**config.mk**
```make
export PLATFORM = sky130hd
export DESIGN_NAME = fwd_hazard_ctrl
export DESIGN_NICKNAME = d
export VERILOG_FILES = /design/src/rtl/fwd_pkg.sv /design/src/rtl/fwd_match_prio.sv /design/src/rtl/fwd_hazard_ctrl.sv
export SDC_FILE = /design/constraint.sdc
export NUM_CORES = 1
export LEC_CHECK = 0
export BUFFER_PORTS_ARGS = -buffer_cell sky130_fd_sc_hd__clkbuf_2
export CORE_MARGIN = 5
export CORE_UTILIZATION = 40
export CTS_CLUSTER_DIAMETER = 60
export DETAILED_ROUTE_END_ITERATION = 8
export SETUP_SLACK_MARGIN = 0.3
export SYNTH_ARGS = -nofsm -noshare
export SYNTH_HDL_FRONTEND = slang
export SYNTH_HIERARCHICAL = 1
export SYNTH_SLANG_ARGS = --single-unit
```
**constraint.sdc**
```tcl
create_clock -name clk -period 6.39 [get_ports clk]
set_input_delay 0.9585 -clock clk [delete_from_list [all_inputs] [get_ports clk]]
set_output_delay 0.9585 -clock clk [all_outputs]
set_load 0.005 [all_outputs]
```
**src/rtl/fwd_pkg.sv**
```systemverilog
// Shared types for the forwarding / load-use hazard controller.
// Tracker entries carry a fixed-width rd so one struct serves every REG_AW up to RD_MAX.
package fwd_pkg;

  localparam int RD_MAX = 8;

  typedef struct packed {
    logic              v;
    logic [RD_MAX-1:0] rd;
    logic              ld;
  } trk_entry_t;

  typedef enum logic [0:0] {
    IDLE  = 1'b0,
    STALL = 1'b1
  } fsm_t;

  function automatic int sel_w(input int depth);
    return $clog2(depth + 1);
  endfunction

endpackage

```
**src/rtl/fwd_match_prio.sv**
```systemverilog
// Priority matcher for one EX source against the in-flight writers.
// The youngest matching writer (smallest stage index) wins.
module fwd_match_prio
  import fwd_pkg::*;
#(
  parameter int REG_AW     = 5,
  parameter int DEPTH      = 2,
  parameter int LOAD_STAGE = 2,
  parameter int SEL_W      = sel_w(DEPTH)
) (
  input  logic [REG_AW-1:0] src,
  input  trk_entry_t        trk [1:DEPTH],
  output logic [SEL_W-1:0]  sel,
  output logic              early_ld
);

  // Scanning oldest to youngest lets the youngest match overwrite the result.
  always_comb begin
    sel      = '0;
    early_ld = 1'b0;
    for (int k = DEPTH; k >= 1; k--) begin
      if (trk[k].v && (trk[k].rd == RD_MAX'(src))) begin
        sel      = SEL_W'(k);
        early_ld = trk[k].ld && (k < LOAD_STAGE);
      end
    end
  end

endmodule

```
**src/rtl/fwd_hazard_ctrl.sv**
```systemverilog
// Forwarding select and load-use stall controller for the instruction in EX.
// Tracks writers past EX, sequences load-use stalls and keeps error/perf status.
module fwd_hazard_ctrl
  import fwd_pkg::*;
#(
  parameter int REG_AW     = 5,
  parameter int NUM_SRC    = 2,
  parameter int DEPTH      = 2,
  parameter int LOAD_STAGE = 2,
  parameter int CNT_W      = 16
) (
  input  logic                              clk,
  input  logic                              reset,
  input  logic                              hold,
  input  logic                              flush,
  input  logic                              ex_valid,
  input  logic [REG_AW-1:0]                 ex_rd,
  input  logic                              ex_regwrite,
  input  logic                              ex_memread,
  input  logic [NUM_SRC*REG_AW-1:0]         ex_src,
  input  logic [NUM_SRC*REG_AW-1:0]         id_src,
  output logic [NUM_SRC*sel_w(DEPTH)-1:0]   fwd_sel,
  output logic                              stall_req,
  output logic                              hazard_err,
  output logic [CNT_W-1:0]                  stall_cnt,
  output logic [CNT_W-1:0]                  fwd_cnt
);

  localparam int SEL_W     = sel_w(DEPTH);
  localparam int CW        = $clog2(LOAD_STAGE + 1);
  localparam bit CAN_STALL = (LOAD_STAGE > 1);

  trk_entry_t       trk_reg [1:DEPTH];
  fsm_t             state_reg;
  logic [CW-1:0]    cnt_reg;
  logic             hazard_err_reg;
  logic [CNT_W-1:0] stall_cnt_reg;
  logic [CNT_W-1:0] fwd_cnt_reg;
  logic [NUM_SRC-1:0] early_ld;
  logic [NUM_SRC-1:0] id_hit;
  logic             detect;

  always_ff @(posedge clk or posedge reset) begin
    if (reset) begin
      for (int k = 1; k <= DEPTH; k++) trk_reg[k] <= '0;
    end else if (!hold) begin
      trk_reg[1] <= '{v:  ex_valid & ex_regwrite & (ex_rd != '0),
                      rd: RD_MAX'(ex_rd),
                      ld: ex_memread};
      for (int k = 2; k <= DEPTH; k++) trk_reg[k] <= trk_reg[k-1];
    end
  end

  for (genvar gi = 0; gi < NUM_SRC; gi++) begin : g_src
    fwd_match_prio #(
      .REG_AW    (REG_AW),
      .DEPTH     (DEPTH),
      .LOAD_STAGE(LOAD_STAGE),
      .SEL_W     (SEL_W)
    ) u_match (
      .src     (ex_src[gi*REG_AW +: REG_AW]),
      .trk     (trk_reg),
      .sel     (fwd_sel[gi*SEL_W +: SEL_W]),
      .early_ld(early_ld[gi])
    );
    assign id_hit[gi] = (id_src[gi*REG_AW +: REG_AW] == ex_rd);
  end

  assign detect = ex_valid & ex_memread & ex_regwrite & (ex_rd != '0) & (|id_hit) & ~flush;

  // Reset gates the request so it falls immediately, even while detect is high.
  always_comb begin
    stall_req = 1'b0;
    if (!reset) begin
      case (state_reg)
        IDLE:    stall_req = detect && CAN_STALL;
        STALL:   stall_req = !flush && (hold || (cnt_reg != CW'(1)));
        default: stall_req = 1'b0;
      endcase
    end
  end

  // Flush aborts a stall even under hold, so the request cannot reappear later.
  always_ff @(posedge clk or posedge reset) begin
    if (reset) begin
      state_reg <= IDLE;
      cnt_reg   <= '0;
    end else begin
      case (state_reg)
        IDLE: begin
          if (detect && !hold && CAN_STALL) begin
            state_reg <= STALL;
            cnt_reg   <= CW'(LOAD_STAGE - 1);
          end
        end
        STALL: begin
          if (flush) begin
            state_reg <= IDLE;
            cnt_reg   <= '0;
          end else if (!hold) begin
            if (cnt_reg == CW'(1)) state_reg <= IDLE;
            cnt_reg <= cnt_reg - CW'(1);
          end
        end
        default: state_reg <= IDLE;
      endcase
    end
  end

  always_ff @(posedge clk or posedge reset) begin
    if (reset) begin
      hazard_err_reg <= 1'b0;
      stall_cnt_reg  <= '0;
      fwd_cnt_reg    <= '0;
    end else begin
      hazard_err_reg <= hazard_err_reg | (|early_ld);
      if (!hold) begin
        if (stall_req && (stall_cnt_reg != '1)) stall_cnt_reg <= stall_cnt_reg + CNT_W'(1);
        if ((|fwd_sel) && (fwd_cnt_reg != '1)) fwd_cnt_reg <= fwd_cnt_reg + CNT_W'(1);
      end
    end
  end

  assign hazard_err = hazard_err_reg;
  assign stall_cnt  = stall_cnt_reg;
  assign fwd_cnt    = fwd_cnt_reg;

endmodule

```
# After elaboration in Yosys (flattened, before gate mapping)
# Index checks and enable logic that the tools add are counted.
# classes
n_eq_ne,12
n_mux,17
n_bitwise,11
addsub,3
reduce_logical,18
# op_table
op,n
"16-bit by 1-bit adder with 16-bit output, second input constant",2
"16-bit != test, second input constant",2
5-bit == test,6
2-bit two-way mux,7
1-bit logical AND,8
1-bit AND,7
1-bit two-way mux,7
2-bit AND reduction,3
5-bit nonzero test,1
1-bit case mux with 2 select lines,2
2-bit case mux with 2 select lines,1
2-bit OR reduction,2
4-bit OR reduction,1
"3-bit != test, second input constant",1
1-bit NOT,3
"2-bit by 1-bit == test with 1-bit output, second input constant",1
1-bit logical NOT,2
"2-bit by 1-bit != test with 1-bit output, second input constant",1
"2-bit != test, second input constant",1
"2-bit by 1-bit subtractor with 2-bit output, second input constant",1
1-bit logical OR,1
1-bit bitwise OR,1
# totals
regBits,49
inputBits,32
wordCells,71

# Longest topological paths before layout
# Gate-level depths: netlist of the first run.
# depth
ltp_word,9
depth_mapped,11
ltp_nobuf,10

# Hierarchy
# The synthesis of the first run kept the hierarchy.
# modules_own_cells
module,seq_area_each_um2,instances,cells_each,area_per_inst_um2
fwd_hazard_ctrl,1251.2,1,213,2521.2
fwd_match_prio,0.0,2,17,141.4

# Worst setup path before layout of the first run
# No wires, ideal clock.
# synth_timing
path_kind,input to output
startpoint,in ex_rd[1]
endpoint,out stall_req
setup_slack_ps,3194
path_buffers,1
t_arrival_ps,2237
cell_stages,6
required_time_ps,5431
path_cell_list,or4_1 -> o211ai_2 -> nor4b_4 -> a21oi_4 -> buf_6 -> nor2_1
# synth_between
elab_chain_len,6
word_cells_on_any_way,9
classes_between,2 x eq/ne; 2 x mux; 3 x bitwise; 2 x reduce/logical
# synth_lines
item,line_no,rtl
"start, declared",fwd_hazard_ctrl.sv:17,"input logic [REG_AW-1:0] ex_rd,"
5-bit == test / 5-bit nonzero test (equally long branches),"fwd_hazard_ctrl.sv:66, fwd_hazard_ctrl.sv:69",
2-bit OR reduction / 1-bit AND (equally long branches),fwd_hazard_ctrl.sv:69,assign detect = ex_valid & ex_memread & ex_regwrite & (ex_rd != '0) & (|id_hit) & ~flush;
1-bit AND (*) (2 in a row),fwd_hazard_ctrl.sv:69,
1-bit case mux with 2 select lines (*),fwd_hazard_ctrl.sv:75,case (state_reg)
1-bit two-way mux (*),fwd_hazard_ctrl.sv:74,if (!reset) begin
"end, declared",fwd_hazard_ctrl.sv:23,"output logic stall_req,"
# Mark *: on every way between the ends. The rest lies on a longest branch, timed or not.

# Final worst setup path of the first run
# Same ends and word-level chain as after synthesis.

==> results of run 1 <==
## power by group
group | switching (W) | total [W] | internal [W]
Sequential | 0.0000157 | 0.000341 | 0.000325
Combinational | 0.0000421 | 0.0000841 | 0.0000420
Clock | 0.0000988 | 0.000197 | 0.0000980
## worst max-delay path by stage
stage | startpoint | end | slack (ns)
after global placement | ex_rd[2] | stall_req | 2.80
after floorplan | ex_rd[1] | stall_req | 3.19
after global routing | ex_rd[1] | stall_req | 2.67
after CTS | ex_rd[1] | stall_req | 2.78
final | ex_rd[1] | stall_req | 2.78
after detailed placement | ex_rd[1] | stall_req | 2.77
## through the flow
stage | area [um^2] | std cells | util (%) | hold WS (ns)
after floorplan | 2810 | 256 | - | 0.458
after global placement | 3210 | 398 | 47.5 | 0.456
after detailed placement | 3210 | 398 | 47.5 | 0.482
after CTS | 3310 | 406 | 49.0 | 0.505
after global routing | 3310 | 406 | 49.0 | 0.519
final | 3310 | 406 | 49.0 | 0.490
## worst max-delay path, cell delays in order
cell      delay [ns]
clkbuf_2        0.12
or4_1           0.55
o211ai_2        0.23
nor4b_4         0.08
a21oi_4         0.49
nor2_1          0.08
clkbuf_2        0.13
## cell type report
type	count	area share [%]
Multi-Input combinational cell	196	46.0
Inverter	4	0.454
Clock buffer	7	2.91
Timing Repair Buffer	69	10.4
Clock inverter	1	0.151
Tap cell	80	3.02
Sequential cell	49	37.1
## metal layers
metal	up-vias	routed length [um]	track usage, %
met3	6	353	2.90
met4	0	59	4.27
met5	-	0	0
li1	1025	-	-
met1	982	2990	20.7
met2	54	2740	23.2
==> results.toml, run 1 <==
[status]
status = "completed"

[sta]
fin_crit_sh_pct = 56.5
drv_slew = 0
relSlewSlack_pct = 32.4
setup_tns_ns = 0
clock.fmax_ghz = 0.277
skew_ns = 0.00504
setup_viol_count_final = 0
worst_pin_slew_ns = 1.01
layout_setup_ws_ns = 2.78
post-route-min-period_ns = 3.61
finalHoldViolCount = 0
rsz0062_at_grt = "false"

[synth]
syn_area_per_cell_um2 = 11.3
synth_cells = 245
yosysWarnings = 6
netlist_area_mm2 = 0.00277

[cts]
path_clk_slew_ns = 0.09
root_buffer = "clkbuf_8"
clock_latency_ns = 0.29
clock_sinks = 49
cts_made_buffers = 5
cts_tree = "built"
hold_buffers = 0
postCtsSetupBuffers = 0
htreeDepth = 2
cts_resized = 0
cts_buffer_depth = 2

[setup_path]
critPathArrivalTime_ns = 2.65
worstRegToRegCells = 9
r2r-start = "trk_reg[19]"
timing.rr.end = "fwd_cnt[15]"
end_kind = "output pin"
crit_fanout = 16
start_kind = "input pin"
crit_required_ns = 5.43
crit_type = "input pin to output pin"
r2r_setup_slack_ns = 3.62

[die]
row_count = 30
die_y_um = 93.2
die_w_um = 93.2
start_util_pct = 41.0
die-area_mm2 = 0.00868
io_pins = 70
core-area_mm2 = 0.00676

[grt]
overflow = 0
grt_max_degree = 50
grt_pass1_vias = 2088
track_usage_pct = 14.8
grt_pass1_wl_mm = 10.3
antenna_found_initial = 0

[drt]
ant_nets = 0
wl_per_cell_um = 15.1
drt_first_iter_violations = 60
drc_errors = 0
routed_wirelength_mm = 6.14
via_per_inst = 5.09
drt_first_pass_iters = 4
num_vias = 2067

[finish]
multiInputGateArea_mm2 = 0.00152
layout_common_cells = "clkbuf_2 (69), dfrtp_1 (49), xnor2_1 (35), xor2_1 (22), nand2_1 (19)"
area_growth_pct = 19.6
antenna_cells = 0
finish.net_count = 360
seq_area_mm2 = 0.00123
fill_cells = 660
final_common_cell = "clkbuf_2"
layout-drive-gt1-share_pct = 34.4

[placement]
dp_hpwl_mm = 4.76
place.gp.congestion = 0.785
dp_slack_ns = 2.77
portBuffers = 69

[power_and_ir_drop]
ir_drop_mv = 0.0719
p_leak_nw = 1.57
powerDensity_mw_per_mm2 = 188
p_total_w = 0.000622

[flow_run]
maxCapViolations = 0

[worst_hold_path]
holdPathStages = 1
hp-class = "flip-flop to flip-flop"
hold_end = "hazard_err"
hold_path.startpoint = "hazard_err"
Power figures use the tool's default switching activity.
==> run 2, diff against run 1 <==
- PLACE_DENSITY: not set -> 0.65
- clock period: 6.39 -> 3.1 ns (I/O delays scaled with it)
==> results.toml, run 2 (synthesized netlist as in run 1, its figures left out) <==
[sta]
finalHoldViolCount = 0
fin_crit_sh_pct = 84.4
worst_pin_slew_ns = 0.555
relSlewSlack_pct = 62.9
hold_slack_ns = 0.424
drv_slew = 0
skew_ns = 0.00622
rsz0062_at_grt = "false"
clock.fmax_ghz = 0.382
setup_tns_ns = 0
setup_viol_count_final = 0
post-route-min-period_ns = 2.62

[cts]
hold_buffers = 0
clock_latency_ns = 0.30
root_buffer = "clkbuf_8"
cts_tree = "built"
postCtsSetupBuffers = 0
cts_made_buffers = 5
path_clk_slew_ns = 0.09
clock_sinks = 49
cts_buffer_depth = 2
htreeDepth = 2

[drt]
wl_per_cell_um = 15.1
routed_wirelength_mm = 6.20
drt_first_pass_iters = 4
ant_nets = 0
via_per_inst = 5.13
drt_first_iter_violations = 72
num_vias = 2107
drc_errors = 0

[grt]
overflow = 0
antenna_found_initial = 0
grt_max_degree = 28
grt_pass1_wl_mm = 10.4
grt_pass1_vias = 2135
track_usage_pct = 15.0

[power_and_ir_drop]
p_leak_nw = 1.60
ir_drop_mv = 0.197
powerDensity_mw_per_mm2 = 403

[die]
io_pins = 70
core-area_mm2 = 0.00676
die-area_mm2 = 0.00868
row_count = 30
start_util_pct = 41.0
die_y_um = 93.2
die_w_um = 93.2

[setup_path]
critPathArrivalTime_ns = 2.85
max_stage_delay_ns = 0.49
cpLargestDelayFamily = "simple AND/OR/NAND/NOR gates"
path_buf_inv = 0
crit_fanout = 6
start_kind = "flip-flop"
slowest_stage = "or4b_1"
crit_required_ns = 3.33
end_kind = "flip-flop"
path_cells = "or4b_1 > nor3_2 > nor4_1 > nor4_2 > nor2_1 > o31a_1 > and4_1 > nand4_1 > xnor2_1"
crit_type = "flip-flop to flip-flop"

[finish]
final_common_cell = "clkbuf_2"
layout_common_cells = "clkbuf_2 (69), dfrtp_1 (49), xnor2_1 (35), xor2_1 (22), nand2_1 (19)"
layout-drive-gt1-share_pct = 35.6
antenna_cells = 0
finish.net_count = 365
final_cells = 411
area_growth_pct = 21.8

[placement]
place.gp.congestion = 0.813
dp_hpwl_mm = 4.87
dp_cells = 403
portBuffers = 69

[worst_hold_path]
hp-class = "input pin to flip-flop"

[flow_run]
maxCapViolations = 0

[status]
status = "completed"
## run 2: changes by cell type in the layout (fill, tap and decap cells not counted), sizes merged
cell	previous run	this run
clkinv	1	0
clkinvlp	0	1
buf	0	5
bufinv	0	1
clkbuf	76	75
## run 2: report_power, final
part	total (W)	internal [W]	switching, W
combinational	0.000178	0.0000894	0.0000887
sequential	0.000702	0.000670	0.0000318
clock	0.000477	0.000263	0.000215
total	0.00136	0.00102	0.000335
## run 2: worst paths after layout
kind                        startpoint  slack [ns]     endpoint  depth (start not counted)
min reg2reg                 hazard_err        0.47   hazard_err                          1
max in group asynchronous        reset        1.87  trk_reg[10]                          3
max                        trk_reg[19]        0.48  fwd_cnt[15]                          9
max reg2reg                trk_reg[19]        0.48  fwd_cnt[15]                          9
min                         ex_memread        0.42  trk_reg[10]                          2
min in group asynchronous        reset        0.53   fwd_cnt[3]                          2
## run 2: metal layers
metal	track usage (%)	share of wire, %
met1	19.9	46
met2	24.8	48
met4	4.40	0.89
met3	2.90	5.1
met5	0	0
## run 2: layout make-up
cell class              instances  area [um^2]
well taps                      80          100
repair buffers                 74          383
clock buffers                   6         82.6
clock inverters                 2         37.5
fillers                       640         3380
inverters                       4         15.0
multi-input cells             196         1530
flip-flops and latches         49         1230
## run 2: what timing repair did
item / 4_1_cts / 5_1_grt
resized for setup: 0 / 1
endpoints found under the hold margin: 0 / 0
endpoints found under the setup margin: 0 / 6
## run 2: metrics by stage
stage / setup slack (ns) / util [%] / power [W] / area (um^2)
after floorplan: 0.728 / - / 0.000829 / 2810
after global placement: 0.427 / 48.0 / 0.000891 / 3250
after detailed placement: 0.367 / 48.0 / 0.000895 / 3250
after CTS: 0.352 / 49.8 / 0.00138 / 3370
after global routing: 0.300 / 49.9 / 0.00143 / 3370
final: 0.482 / 49.9 / 0.00136 / 3370
==> run 3, diff against run 2 <==
- clock period: 3.1 -> 2.1 ns (I/O delays scaled with it)
==> results.toml, run 3 (synthesized netlist as in run 1, its figures left out) <==
[status]
violations = "negative setup slack"
status = "complete, but fails checks"

[cts]
htreeDepth = 2
cts_made_buffers = 5
path_clk_slew_ns = 0.09
cts_buffer_depth = 2
cts_tree = "built"
clock_latency_ns = 0.30
hold_buffers = 0
clock_sinks = 49
root_buffer = "clkbuf_8"

[finish]
finish.net_count = 421
seq_area_mm2 = 0.00123
final_common_cell = "clkbuf_2"
multiInputGateArea_mm2 = 0.00186
fill_cells = 555
fin_util_pct = 63.3
layout_common_cells = "clkbuf_2 (66), dfrtp_1 (48), buf_4 (39), xnor2_1 (33), xor2_1 (21)"
layout-drive-gt1-share_pct = 51.4
antenna_cells = 0
area_growth_pct = 54.4

[sta]
drv_slew = 0
setup_viol_count_final = 10
fin_crit_sh_pct = 105
post-route-min-period_ns = 2.20
hold_slack_ns = 0.282
clock.fmax_ghz = 0.454
layout_setup_ws_ns = -0.104
rsz0062_at_grt = "true"
skew_ns = 0.00792
finalHoldViolCount = 0

[setup_path]
crit_type = "flip-flop to flip-flop"
crit_required_ns = 2.29
end_kind = "flip-flop"
path_cells = "or4b_4 > nor3_4 > buf_6 > nor4_4 > nor2_1 > o31a_1 > and4_4 > nand4_1 > xnor2_1"
max_stage_delay_ns = 0.48
start_kind = "flip-flop"
slowest_stage = "or4b_4"
crit_fanout = 6
critPathArrivalTime_ns = 2.39

[placement]
dp_slack_ns = -0.144
portBuffers = 69
dp_hpwl_mm = 4.91
place.gp.congestion = 0.817

[grt]
grt_pass1_vias = 2372
antenna_found_initial = 0
grt_max_degree = 44
overflow = 0
track_usage_pct = 16.5
grt_pass1_wl_mm = 11.5

[die]
row_count = 30
start_util_pct = 41.0
die_y_um = 93.2
core-area_mm2 = 0.00676
die-area_mm2 = 0.00868
io_pins = 70
die_w_um = 93.2

[drt]
routed_wirelength_mm = 7.14
via_per_inst = 5.19
ant_nets = 0
drt_first_iter_violations = 88
drt_first_pass_iters = 4
wl_per_cell_um = 15.3
num_vias = 2424
drc_errors = 0

[power_and_ir_drop]
p_leak_nw = 2.05
p_total_w = 0.00210
p_clk_share_pct = 32.7
switchingPower_w = 0.000558
seqPwrFrac_pct = 49.6
switching_share_pct = 26.6
ir_drop_mv = 0.245
powerDensity_mw_per_mm2 = 491
combinationalPowerShare_pct = 17.6
intPower_w = 0.00154

[flow_run]
maxCapViolations = 0

[worst_hold_path]
hp-class = "input pin to flip-flop"
-- run 3: changes by cell type in the layout (fill, tap and decap cells not counted), sizes merged --
cell / previous run / this run
buf: 5 / 63
clkbuf: 75 / 71
a41o: 1 / 2
clkinv: 0 / 1
clkinvlp: 1 / 2
inv: 4 / 3
-- run 3: metal layers --
metal	routed length (um)	vias up	share of wire (%)	GRT usage, %
li1	-	1163	-	-
met1	3120	1200	44	21.2
met4	79	0	1.1	4.03
met2	3640	54	51	28.4
met3	302	7	4.2	3.30
met5	0	-	0	0
-- run 3: critical path: cells and delay by family (launching register included) --
| family | cells | cell delay (ns) |
|---|---|---|
| xor+xnor | 1 | 0.15 |
| buf+inv | 1 | 0.15 |
| flops | 1 | 0.38 |
| compound gates | 1 | 0.18 |
| simple gates | 6 | 1.24 |
-- run 3: final timing paths --
path	from	endpoint	slack [ns]	cells after the start
max in group asynchronous	reset	trk_reg[11]	1.25	4
worst min-delay path	ex_memread	trk_reg[10]	0.28	2
worst max-delay path	trk_reg[19]	fwd_cnt[7]	-0.10	9
worst min register to register	hazard_err	hazard_err	0.47	1
worst max register to register	trk_reg[19]	fwd_cnt[7]	-0.10	9
min in group asynchronous	reset	stall_cnt[0]	0.36	3
-- run 3: timing repair --
item | 4_1_cts | 5_1_grt
resized for setup | 40 | 20
pin swaps | 27 | 30
endpoints found under the setup margin | 36 | 35
cloned | 2 | 0
buffers inserted | 14 | 14
-- run 3: cell type report --
class	count	area share (%)
Clock buffer	5	1.61
Multi-Input combinational cell	197	43.5
Clock inverter	3	1.08
Timing Repair Buffer	129	22.3
Inverter	4	0.439
Tap cell	80	2.34
Sequential cell	49	28.7
-- run 3: power by group through the flow --
stage          Sequential (W)  Combinational [W]  Clock (W)
2_1_floorplan         0.00105           0.000196          0
6_report              0.00104           0.000370   0.000686
4_1_cts               0.00104           0.000345   0.000711
3_5_place_dp          0.00106           0.000315          0
5_1_grt               0.00105           0.000403   0.000755
3_3_place_gp          0.00105           0.000309          0
-- run 3: per-stage QoR --
step / area [um^2] / setup TNS, ns / std cells
floorplan: 2970 / -0.149 / 256
global placement: 3620 / -0.659 / 429
detailed placement: 3620 / -1.03 / 429
CTS: 4060 / -1.34 / 453
global route: 4270 / -2.20 / 467
finish: 4270 / -0.371 / 467
